`src/rtl/router_merge.sv`:
```
// ---------------------------------------------------------------------------
// router_merge
//   4-to-1 merge for the return path of the 4-way address router. Words from
//   four sources are arbitrated round-robin into a single registered output
//   stage with valid/ready backpressure. Each output word carries the 2-bit
//   index of the source it came from.
//
// Ports
//   clk, resetn          rising-edge clock, asynchronous active-low reset
//   din0..din3           source data words
//   din_en[3:0]          source i presents a valid word
//   din_ready[3:0]       source i's word is taken this cycle (one-hot or zero)
//   dout, dout_addr      merged word and its source index (zero when empty)
//   dout_en              output stage holds a valid word
//   dout_ready           sink takes dout this cycle
// ---------------------------------------------------------------------------
module router_merge #(
    parameter int DATA_WIDTH = 32
) (
    input  logic                  clk,
    input  logic                  resetn,
    input  logic [DATA_WIDTH-1:0] din0,
    input  logic [DATA_WIDTH-1:0] din1,
    input  logic [DATA_WIDTH-1:0] din2,
    input  logic [DATA_WIDTH-1:0] din3,
    input  logic [3:0]            din_en,
    output logic [3:0]            din_ready,
    output logic [DATA_WIDTH-1:0] dout,
    output logic                  dout_en,
    output logic [1:0]            dout_addr,
    input  logic                  dout_ready
);

    localparam logic [0:0] ST_EMPTY = 1'b0;
    localparam logic [0:0] ST_FULL  = 1'b1;

    logic [3:0][DATA_WIDTH-1:0] din_arr;
    assign din_arr = {din3, din2, din1, din0};

    logic [0:0]            state_q, state_d;
    logic [DATA_WIDTH-1:0] dout_q, dout_d;
    logic [1:0]            addr_q, addr_d;
    logic [1:0]            last_q, last_d;

    logic       load, pop, found;
    logic [1:0] grant, cand;

    // Round-robin search starting just after the last granted port; the
    // 2-bit add wraps, so k=4 lands back on 'last' as the final candidate.
    always_comb begin
        grant = last_q;
        found = 1'b0;
        cand  = '0;
        for (int k = 1; k <= 4; k++) begin
            cand = last_q + 2'(k);
            if (!found && din_en[cand]) begin
                grant = cand;
                found = 1'b1;
            end
        end
    end

    // resetn gates load so no source sees a ready pulse while reset is held.
    assign load = resetn & (|din_en) & ((state_q == ST_EMPTY) | dout_ready);
    assign pop  = (state_q == ST_FULL) & dout_ready;

    for (genvar i = 0; i < 4; i++) begin : g_rdy
        assign din_ready[i] = load & (grant == 2'(i));
    end

    always_comb begin
        state_d = state_q;
        dout_d  = dout_q;
        addr_d  = addr_q;
        last_d  = last_q;
        if (load) begin
            state_d = ST_FULL;
            dout_d  = din_arr[grant];
            addr_d  = grant;
            last_d  = grant;
        end else if (pop) begin
            // Draining to empty clears the payload so idle outputs read zero.
            state_d = ST_EMPTY;
            dout_d  = '0;
            addr_d  = '0;
        end
    end

    always_ff @(posedge clk or negedge resetn) begin
        if (!resetn) begin
            state_q <= ST_EMPTY;
            dout_q  <= '0;
            addr_q  <= '0;
            last_q  <= 2'd3;
        end else begin
            state_q <= state_d;
            dout_q  <= dout_d;
            addr_q  <= addr_d;
            last_q  <= last_d;
        end
    end

    assign dout      = dout_q;
    assign dout_addr = addr_q;
    assign dout_en   = (state_q == ST_FULL);

endmodule

```
`config.mk`:
```
export PLATFORM = sky130hd
export DESIGN_NAME = router_merge
export DESIGN_NICKNAME = d
export VERILOG_FILES = /design/src/rtl/router_merge.sv
export SDC_FILE = /design/constraint.sdc
export NUM_CORES = 1
export LEC_CHECK = 0
export CAP_MARGIN = 20
export CORE_MARGIN = 2
export CORE_UTILIZATION = 35
export DETAILED_ROUTE_END_ITERATION = 8
export PLACE_DENSITY = 0.81
export SLEW_MARGIN = 20
export SYNTH_ARGS = -nofsm -noshare
export SYNTH_HDL_FRONTEND = slang
export SYNTH_SLANG_ARGS = --single-unit
```
`constraint.sdc`:
```
create_clock -name clk -period 2.4 [get_ports clk]
set_clock_uncertainty 0.1 [all_clocks]
set_input_delay 0.48 -clock clk [delete_from_list [all_inputs] [get_ports clk]]
set_output_delay 0.48 -clock clk [all_outputs]
set_load 0.02 [all_outputs]
```
==> metrics.txt <==
worst slack at placement -0.736 ns; CP Data Required Time approximately 1.8 ns; CTS sink cnt 37; Nets ~560; GRT Total Usage a little over 20%; Period minus WS final between 2 and 2.5 ns; slack of the critical path -0.0787 ns; number of enable flip-flop cells after synthesis 0; Pins Over Slew Limit 0; Inserted Diodes 0; status finished, violations left; DP Wirelength around 6.2 mm; crit path capture type primary output; # IOs 174; synthesized area between 2000 and 2500 sq um; Slowest-stage cell, CP dfstp_2; r2r startpoint last_q[1]; CTS Buffer Depth 2; Worst setup SP type flip-flop; first-pass GRT wire length approximately 13 mm; die height around 87 um; number of global-route vias before repair approximately 2700; CP cell instances mux2i_1 -> a222oi_1 -> buf_4 -> buf_6 -> nand3b_1 -> inv_1 -> buf_6; Root Buffer clkbuf_8; Power Density 785 nW/um^2; async set-reset flop share out of synthesis 100%; Syn. warnings 0; synth top area cells dfrtp_1 (36%), mux2i_1 (23%), o221ai_1 (11%); initial antenna violation count 0; Final GP Congestion ~0.85; grt ovf 0; RSZ-0062 raised after global routing yes; die width 87.5 um; max_cap viols 0; Period Utilization, post-route 103%; post-synth top area share a little over a third; FF-to-FF End dout[0]; setup tns final -0.0857 ns; initial core utilization 36.1%; Relative slew margins about 62%; # DRC 0; Leak roughly 2.0 nW; total wire length ~8 mm; most frequent CP cell buf_6; Seq/Total Area, Yosys 38.1%; register bit total from synthesis 37; Core Box Area roughly 6800 sq um; Rows 30; clk_lat worst skew ~0.27 ns; CP Max Fanout 5; Yosys top cell by area dfrtp_1; # fillers around 540; DRT iter0 DRCs 84; Tightest Hold Check Type in -> async; area of the die approximately 7700 sq um; TritonCTS Buffers 5; Port Buffers 173; Total Power 3.52 mW; total number of vias between 2000 and 3000; Worst Reg2Reg Path Length in Cells 6; Final Setup Violations 2; vias per cell between 5 and 6; r2r setup slk -0.01 ns; TritonCTS clock tree yes; synth unique cells 27; Syn Area/Cell between 9 and 10 sq um; Max VDD drop around 0.38 mV; P&R area growth vs syn 83.9%; Wirelength per Cell 15.8 um; Mapped Cells around 250; Post-synth top cells mux2i_1 (56), dfrtp_1 (35), o221ai_1 (32); drt first pass iters 4; failing checks negative setup slack; max incr delay on CP 0.59 ns; # hold bufs at CTS 0; post-synthesis net count ~380; most frequent cell after synthesis mux2i_1; Crit Path Category reg -> out; pin slew with the least headroom to its limit approximately 0.57 ns; clk slew on worst S/H paths 0.07 ns; WP data arrival between 1.5 and 2 ns; share of cells above drive strength 1 roughly 11%; Main synth FF type dfrtp_1; antenna-violating nets left 0; CTS H-tree depth 2; largest net degree at the start of global routing 38; FMAX 403 MHz; Final Hold Vio Count 0
==> logic make-up (layout without fill, tap and decap cells) <==
logic type             after synthesis  count (layout)  synth area share [%]
AOI/OAI and AO/OA                   63              63                  21.9
muxes                               56              56                  23.0
buffers and inverters               49             233                  9.49
and+or+nand+nor                     41              41                  7.59
DFF                                 37              37                  38.1
==> how the worst max path moves through the flow <==
stage	from	end	slack [ns]	cells past startpoint
final	last_q[1]	din_ready[1]	-0.08	7
after global routing	last_q[1]	din_ready[1]	-0.16	7
after CTS	last_q[1]	din_ready[1]	-0.08	7
after detailed placement	din_en[0]	din_ready[1]	-0.74	7
after global placement	din_en[0]	din_ready[1]	-0.65	7
after floorplan	din_en[1]	din_ready[2]	0.05	7
==> power by group <==
group | internal (mW) | total, mW | switching (mW) | leakage (nW)
registers | 0.854 | 0.987 | 0.133 | 0.463
clock network | 0.339 | 0.549 | 0.210 | 0.0585
logic | 1.04 | 1.99 | 0.945 | 1.49
==> what timing repair did <==
action,4_1_cts,5_1_grt
gates cloned,0,0
pin swaps,1,2
setup endpoints to repair,34,21
buffers inserted,3,4
resized for setup,27,6
==> per-layer routing <==
| layer | GRT usage [%] | vias up | share of wire, % | wire [um] |
|---|---|---|---|---|
| met2 | 36.7 | 113 | 50 | 4060 |
| met5 | 0 | - | 0 | 0 |
| li1 | - | 1289 | - | - |
| met4 | 4.48 | 0 | 0.39 | 31 |
| met3 | 5.88 | 4 | 7.8 | 629 |
| met1 | 24.7 | 1246 | 41 | 3320 |
==> worst max-delay path: cells and delay by family (launching register included) <==
family	cells	cell delay, ns
DFF	1	0.59
AOI/OAI and AO/OA	1	0.13
muxes	1	0.24
buffers and inverters	4	0.49
and+or+nand+nor	1	0.18
==> stage by stage <==
stage | area [sq um] | hold WS, ns | util [%] | std cells
final | 4490 | 0.175 | 66.4 | 510
after global routing | 4490 | 0.218 | 66.4 | 510
after CTS | 4440 | 0.184 | 65.8 | 507
after detailed placement | 4300 | 0.372 | 63.7 | 496
after global placement | 4300 | 0.371 | 63.7 | 496
after floorplan | 2440 | 0.0844 | - | 246
==> layout make-up <==
cell class / count / area [sq um] / share of cell area [%]
sequential: 37 / 928 / 20.7
clock inverter: 1 / 30.0 / 0.669
clock buffer: 7 / 86.3 / 1.92
tap: 80 / 100 / 2.23
multi-input combinational: 160 / 1310 / 29.1
timing repair buffer: 200 / 1940 / 43.3
inverter: 25 / 93.8 / 2.09
==> placed cells by master, fill, tap and decap left out <==
cell type,count
inv_1,25
nor2_1,5
a41oi_1,11
mux2i_1,55
or3_1,1
nand2_1,26
nand3b_1,1
bufinv_16,1
clkdlybuf4s50_1,163
nor2b_1,2
dlygate4sd2_1,4
a21oi_1,2
buf_6,4
a22oi_1,1
o21a_1,1
or2_2,1
a211oi_1,11
buf_2,2
clkbuf_1,1
and2_1,1
and3b_1,2
dfrtp_1,35
a222oi_1,1
o31ai_4,1
a21oi_2,1
dlymetal6s2s_1,1
mux2i_2,1
nor2b_2,1
buf_4,25
buf_12,1
o221ai_1,32
dfstp_2,2
o41a_1,1
a221o_1,1
clkbuf_8,6
nand2b_4,1
==> flip-flops by register name, summed over array words and instances, names as in the netlist <==
register,count
dout_addr,2
dout,32
last_q,2
dout_en,1
No activity file was read; power rests on OpenSTA's default activity.
